<file path="src/rtl/dmem_arbiter.sv">
// Arbiter sharing one single-port synchronous data RAM between the core and a host/debug port.
// Optional macro DMEM_ARB_PERF_EN adds saturating stall_cycles / host_grants counters.
module dmem_arbiter #(
  parameter int ADDR_W       = 8,
  parameter int DATA_W       = 8,
  parameter int STARVE_LIMIT = 4
) (
  input  logic              clk,
  input  logic              rst,
  input  logic              cpu_req,
  input  logic              cpu_we,
  input  logic [ADDR_W-1:0] cpu_addr,
  input  logic [DATA_W-1:0] cpu_wdata,
  output logic [DATA_W-1:0] cpu_rdata,
  output logic              cpu_stall,
  input  logic              host_req,
  input  logic              host_we,
  input  logic [ADDR_W-1:0] host_addr,
  input  logic [DATA_W-1:0] host_wdata,
  output logic [DATA_W-1:0] host_rdata,
  output logic              host_ack,
  output logic              mem_en,
  output logic              mem_we,
  output logic [ADDR_W-1:0] mem_addr,
  output logic [DATA_W-1:0] mem_wdata,
  input  logic [DATA_W-1:0] mem_rdata
`ifdef DMEM_ARB_PERF_EN
  ,
  output logic [15:0]       stall_cycles,
  output logic [15:0]       host_grants
`endif
);

  typedef enum logic [1:0] {IDLE, CPU_RDW, HOST_RDW} state_t;

  state_t            state_q, state_d;
  logic [3:0]        wait_cnt_q, wait_cnt_d;
  logic [DATA_W-1:0] cpu_rdata_q, cpu_rdata_d;
  logic [DATA_W-1:0] host_rdata_q, host_rdata_d;
  logic              host_sel;
  logic              host_grant;
  logic [3:0]        wait_inc;

  assign host_sel   = host_req & (~cpu_req | (wait_cnt_q >= 4'(STARVE_LIMIT)));
  assign host_grant = (state_q == IDLE) & host_sel;
  assign wait_inc   = (wait_cnt_q == 4'hF) ? 4'hF : wait_cnt_q + 4'd1;

  always_ff @(posedge clk or negedge rst) begin
    if (!rst) begin
      state_q      <= IDLE;
      wait_cnt_q   <= 4'd0;
      cpu_rdata_q  <= '0;
      host_rdata_q <= '0;
    end else begin
      state_q      <= state_d;
      wait_cnt_q   <= wait_cnt_d;
      cpu_rdata_q  <= cpu_rdata_d;
      host_rdata_q <= host_rdata_d;
    end
  end

  always_comb begin
    state_d      = state_q;
    wait_cnt_d   = wait_cnt_q;
    cpu_rdata_d  = cpu_rdata_q;
    host_rdata_d = host_rdata_q;
    cpu_rdata    = cpu_rdata_q;
    host_rdata   = host_rdata_q;
    cpu_stall    = 1'b0;
    host_ack     = 1'b0;
    mem_en       = 1'b0;
    mem_we       = 1'b0;
    mem_addr     = '0;
    mem_wdata    = '0;

    case (state_q)
      IDLE: begin
        if (host_sel) begin
          mem_en     = 1'b1;
          mem_we     = host_we;
          mem_addr   = host_addr;
          mem_wdata  = host_wdata;
          cpu_stall  = cpu_req;
          wait_cnt_d = 4'd0;
          if (host_we) host_ack = 1'b1;
          else         state_d  = HOST_RDW;
        end else begin
          wait_cnt_d = host_req ? wait_inc : 4'd0;
          if (cpu_req) begin
            mem_en    = 1'b1;
            mem_we    = cpu_we;
            mem_addr  = cpu_addr;
            mem_wdata = cpu_wdata;
            if (!cpu_we) begin
              cpu_stall = 1'b1;
              state_d   = CPU_RDW;
            end
          end
        end
      end
      // The held cpu_req completes here; it is not reissued as a new access.
      CPU_RDW: begin
        cpu_rdata   = mem_rdata;
        cpu_rdata_d = mem_rdata;
        wait_cnt_d  = host_req ? wait_inc : 4'd0;
        state_d     = IDLE;
      end
      HOST_RDW: begin
        host_ack     = 1'b1;
        host_rdata   = mem_rdata;
        host_rdata_d = mem_rdata;
        cpu_stall    = cpu_req;
        wait_cnt_d   = 4'd0;
        state_d      = IDLE;
      end
      default: state_d = IDLE;
    endcase

    // Outputs are forced low while reset is asserted, without waiting for a clock edge.
    if (!rst) begin
      cpu_rdata  = '0;
      host_rdata = '0;
      cpu_stall  = 1'b0;
      host_ack   = 1'b0;
      mem_en     = 1'b0;
      mem_we     = 1'b0;
      mem_addr   = '0;
      mem_wdata  = '0;
    end
  end

`ifdef DMEM_ARB_PERF_EN
  logic [15:0] stall_cycles_q, host_grants_q;

  always_ff @(posedge clk or negedge rst) begin
    if (!rst) begin
      stall_cycles_q <= 16'd0;
      host_grants_q  <= 16'd0;
    end else begin
      if (cpu_stall && stall_cycles_q != 16'hFFFF) stall_cycles_q <= stall_cycles_q + 16'd1;
      if (host_grant && host_grants_q != 16'hFFFF) host_grants_q <= host_grants_q + 16'd1;
    end
  end

  assign stall_cycles = stall_cycles_q;
  assign host_grants  = host_grants_q;
`else
  logic unused_grant;
  assign unused_grant = host_grant;
`endif

endmodule

</file>
<file path="config.mk">
export PLATFORM = sky130hd
export DESIGN_NAME = dmem_arbiter
export DESIGN_NICKNAME = d
export VERILOG_FILES = /design/src/rtl/dmem_arbiter.sv
export SDC_FILE = /design/constraint.sdc
export NUM_CORES = 1
export LEC_CHECK = 0
export BUFFER_PORTS_ARGS = -buffer_cell sky130_fd_sc_hd__buf_4
export CORE_AREA = 2 2 70 52
export CTS_BUF_LIST = sky130_fd_sc_hd__clkbuf_4 sky130_fd_sc_hd__clkbuf_8
export CTS_CLUSTER_DIAMETER = 150
export DETAILED_ROUTE_END_ITERATION = 10
export DIE_AREA = 0 0 72 54
export GPL_TIMING_DRIVEN = 0
export HOLD_SLACK_MARGIN = 0.1
export PLACE_DENSITY = 0.8
export SLEW_MARGIN = 20
export SYNTH_ARGS = -nofsm -noshare
export SYNTH_HDL_FRONTEND = slang
export SYNTH_SLANG_ARGS = --single-unit
</file>
<file path="constraint.sdc">
create_clock -name clk -period 2.6 [get_ports clk]
set_clock_uncertainty 0.2 [all_clocks]
set_input_delay 0.52 -clock clk [delete_from_list [all_inputs] [get_ports clk]]
set_output_delay 0.52 -clock clk [all_outputs]
set_load 0.005 [all_outputs]
</file>
## Word level (Yosys, flattened, before mapping)

Index checks and enable logic that the tools add are counted.

| operators by class | value |
|---|---|
| reduce and logical (&&, ||, !) cells | 3 |
| multiply operators | 0 |
| muxes and demuxes | 38 |
| div/mod/pow operators | 0 |
| eq/ne operators | 6 |
| $lt $le $gt $ge | 1 |
| bitwise logic cells | 3 |
| shifts and indexed selects | 0 |
| $add $sub $neg | 1 |

Operators with widths:

| operator | count |
|---|---|
| 8-bit 2-to-1 mux | 12 |
| 1-bit 2-to-1 mux | 15 |
| 4-bit 2-to-1 mux | 3 |
| 4-bit one-hot mux with 3 select lines | 1 |
| 2-bit 2-to-1 mux | 5 |
| 3-bit inequality test, second input constant | 3 |
| 4-bit by 1-bit adder with 4-bit output, second input constant | 1 |
| 4-bit equality test, second input constant | 1 |
| 4-bit by 3-bit >= comparator with 1-bit output, second input constant | 1 |
| 1-bit one-hot mux with 2 select lines | 2 |
| 3-bit AND reduction | 1 |
| 3-bit nonzero test | 1 |
| 2-bit by 1-bit equality test with 1-bit output, second input constant | 1 |
| 2-bit equality test, second input constant | 1 |
| 2-bit zero test | 1 |
| 1-bit bitwise AND | 1 |
| 1-bit inverter | 1 |
| 1-bit OR | 1 |

| storage, ports and cells | value |
|---|---|
| output and inout bits | 36 |
| latch bits | 0 |
| RAM bits | 0 |
| input bits | 46 |
| register bits | 22 |
| memories | 0 |
| logic and storage cells | 56 |
| ROM bits | 0 |

## Logic depth before layout (Yosys ltp)

| logic depth | value |
|---|---|
| depth after elaboration | 6 |
| mapped depth | 6 |
| mapped depth without buffers | 5 |

## Least setup slack after synthesis

OpenSTA, ideal clock, no wires.

| path | value |
|---|---|
| kind | register to output |
| start | register state_q[0] |
| end | output mem_addr[3] |
| buffers on the path | 1 |
| arrival time | 1.465 ns |
| cell stages (with the launch flop) | 7 |
| path slack | 0.415 ns |
| path through | dfrtp_1 inv_1 ha_1 nand2_4 nor3b_4 buf_6 a22o_1 |

| on the way | value |
|---|---|
| cells in the longest elaborated chain, start to end | 3 |

RTL lines:

| element | line | RTL |
|---|---|---|
| start: declaration | 36 | `state_t state_q, state_d;` |
| start signal: assignment | 55 | `state_q <= state_d;` |
| 2-bit zero test | 76 | `case (state_q)` |
| 8-bit 2-to-1 mux | 76 |  |
| 8-bit 2-to-1 mux | 120 | `if (!rst) begin` |
| end: declaration | 24 | `output logic [ADDR_W-1:0] mem_addr,` |

Every way passes these cells.

## Worst setup path in the final report

| path | value |
|---|---|
| start | register state_q[0] |
| end | output host_rdata[3] |

| on the way | value |
|---|---|
| cells in the longest elaborated chain, start to end | 3 |

RTL lines:

| element | line | RTL |
|---|---|---|
| 2-bit equality test | 76 |  |
| 8-bit 2-to-1 mux | 76 |  |
| 8-bit 2-to-1 mux | 120 |  |
| end: declaration | 20 | `output logic [DATA_W-1:0] host_rdata,` |

Every way passes these cells.

==> summary.md <==
| Metric | Value |
|---|---|
| Top Ports | 82 |
| Die Ht | 54 um |
| Post-synth EDFFs | 0 |
| Synth area leaders | dfrtp_1, mux2_2, a22o_1 |
| Post-Synth XOR/XNOR Area | 0% |
| I/O Buffers | 81 |
| Initial Util | 42.4% |
| Crit path max-delay family | flip-flops |
| Startpoint Class | flop |
| Post-Syn Area | 1400 um2 |
| Syn Area/Cell | 11.0 um2 |
| Die area | 3890 um2 |
| Antenna cells | 0 |
| Post-route setup slack | 72.4 ps |
| Top-area cell type share of the netlist area | 39.2% |
| Status | finished clean |
| Vias per Instance | 5.17 |
| Hold Slack | 131 ps |
| Clk slew on worst S/H paths | 80 ps |
| CP peak stage delay | 420 ps |
| Slew Limit Fails | 0 |
| Worst Path Buf+Inv | 3 |
| Drt wl/cell | 14.9 um |
| Hold Crit Class | in -> async |
| Most instantiated cells after synthesis | dfrtp_1, and2_1, mux2_2, a22o_1, inv_1 |
| Worst-path cell chain | inv_2, ha_2, buf_8, mux2_2, and2_1, buf_4 |
| Final min period | 2530 ps |
| Critical path arrival | 1810 ps |
| Worst setup path class | reg -> out |
| Post-synthesis sequential area ratio | 39.2% |
| Area Growth Syn to Fin | 54.9% |
| Die W | 72 um |
| Post-DP HPWL | 3.04 mm |
| Synth Area in Compound Gates | 20.7% |
| Final setup viols | 0 |
| Max clock buf depth | 2 |
| Layout cells sized above 1 | 57.6% |
| Initial antenna violation count | 0 |
| Drt first-iter violations | 95 |
| Vias in the first global route | 1233 |
| FP Rows | 18 |
| Skew-Pair Late Insertion Delay | 260 ps |
| YS warnings | 0 |
| Asr flop ratio synth | 100% |
| Core Util, Final | 65.7% |
| Yosys top cell by area | dfrtp_1 |
| Slowest CP cell | dfrtp_1 |
| DRC Markers | 0 |
| Sequential Power Share | 31.2% |
| Pleak | 0.00106 uW |
| Slew @ Worst Pin | 544 ps |
| Internal Power | 1200 uW |
| WL final | 3.84 mm |
| Largest family of logic cells by synthesized area | compound AO/OA/AOI/OAI gates |
| Dpl ws | -188 ps |
| Grt ovf | 0 |
| Crit end category | output pin |
| Setup TNS | 0 ps |
| Final #Nets | 269 |
| Relative slew slack | 63.7% |
| Required time of the critical path | 1880 ps |
| H-tree depth | 1 |
| Max-Cap Viols | 0 |
| Post-synthesis mux area share | 12.8% |
| Crit-path max FO | 10 |
| Post-Syn Nets | 179 |
| Gr usage total | 19.4% |
| Synth cell types | 36 |
| Post-DRT Antenna Nets | 0 |
| Tcrit/Tclk final | 97.2% |
| Pre-antenna DRT Iters | 5 |
| Power Density | 815 nW/um2 |
| Routed via count | 1329 |
| Clk network pwr share | 13.6% |
| Largest net degree at the start of global routing | 23 |
| Global-route wire length before repair | 5.77 mm |
| Routability cong. | 0.871 |
| Total CTS buffers | 3 |
| #FFs+latches synth | 22 |
| Sink Count | 22 |
| Synth Area in Adders | 4.46% |
| R2R Setup Slk | 630 ps |
| RSZ-0062 raised after global routing | true |
| Core box area | 3310 um2 |
| CTS Root Cell | clkbuf_8 |
| Count leader, synth | dfrtp_1 |
| Final hold violations | 0 |
| FMAX | 0.396 GHz |
| Psw | 570 uW |
| Peak VDD IR | 628 uV |
| CTS tree | done |
| Switching part of the total power | 32.1% |
| Synth Area in Simple Gates | 17.2% |
| Cell count after synthesis | 128 |
| Comb power frac | 55.3% |
| Post-synth top flop | dfrtp_1 |
## cell families after synthesis
kind of cell,count (synthesis)
flops,22
buf+inv,14
fa+ha+maj,5
compound gates,36
mux,16
simple gates,35
## power groups by stage
stage                     clock network [uW]  logic [uW]  registers (uW)
after global routing                     262        1070             570
after global placement                     0         877             547
after detailed placement                   0         913             560
final                                    241         979             552
after CTS                                244         943             555
after floorplan                            0         543             538
## worst paths after layout
kind	from	to	depth (start not counted)
setup / recovery	state_q[0]$_DFFE_PN0P_	host_rdata[3]	6
hold / removal	rst	host_rdata_q[2]$_DFF_PN0_	2
setup reg to reg	state_q[1]$_DFFE_PN0P_	wait_cnt_q[0]$_DFFE_PN0P_	6
hold reg to reg	host_rdata_q[1]$_DFF_PN0_	host_rdata_q[1]$_DFF_PN0_	1
max in group asynchronous	rst	wait_cnt_q[2]$_DFFE_PN0P_	2
min in group clk	cpu_we	state_q[0]$_DFFE_PN0P_	2
## per-layer routing
| layer | vias up | track usage, % | share of wire, % |
|---|---|---|---|
| met3 | 4 | 5.24 | 6.2 |
| met2 | 46 | 33.0 | 48 |
| li1 | 649 | - | - |
| met4 | 0 | 2.83 | 0.44 |
| met5 | - | 0 | 0 |
| met1 | 630 | 25.7 | 45 |
## state kept, by name, summed over array words and instances, names as in the netlist
register,count
state_q,2
host_rdata_q,8
cpu_rdata_q,8
wait_cnt_q,4
## cells in the final DEF, fill, tap and decap left out, types with 2 or more instances in the layout
cell type  Yosys  final
a211oi_1       4      4
a22o_1        12     12
a22o_2         6      6
and2_1        16     16
buf_4          0     85
buf_6          3      3
clkbuf_8       0      4
dfrtp_1       22     22
ha_1           5      3
inv_1          7      5
inv_2          0      2
mux2_2        16     16
nand2_1        2      2
nand2b_1       2      2
nand3_1        2      2
nor2_1         3      3
nor4b_1        2      2
o21ai_0        4      4
## layout make-up
type                    count  area [um2]
well taps                  40        50.0
fillers                   253        1140
inverters                   7        26.3
flip-flops and latches     22         551
repair buffers             85         636
multi-input cells          92         790
clock buffers               4        55.1
plain buffers               7        67.6
## metrics by stage
step | total power [uW] | instance area [um2] | instances
3_3_place_gp | 1420 | 2060 | 249
2_1_floorplan | 1080 | 1400 | 128
5_1_grt | 1900 | 2170 | 257
3_5_place_dp | 1470 | 2060 | 249
4_1_cts | 1740 | 2150 | 256
6_report | 1770 | 2170 | 257
## repair_timing
action                     4_1_cts  5_1_grt
resized for setup                4        7
hold buffers                     1        0
setup endpoints to repair       25       33
pin swaps                        2        0
setup buffers                    2        1
gates cloned                     0        0
hold endpoints to repair        22        0
Note: power is estimated with default switching activity, not from simulation.
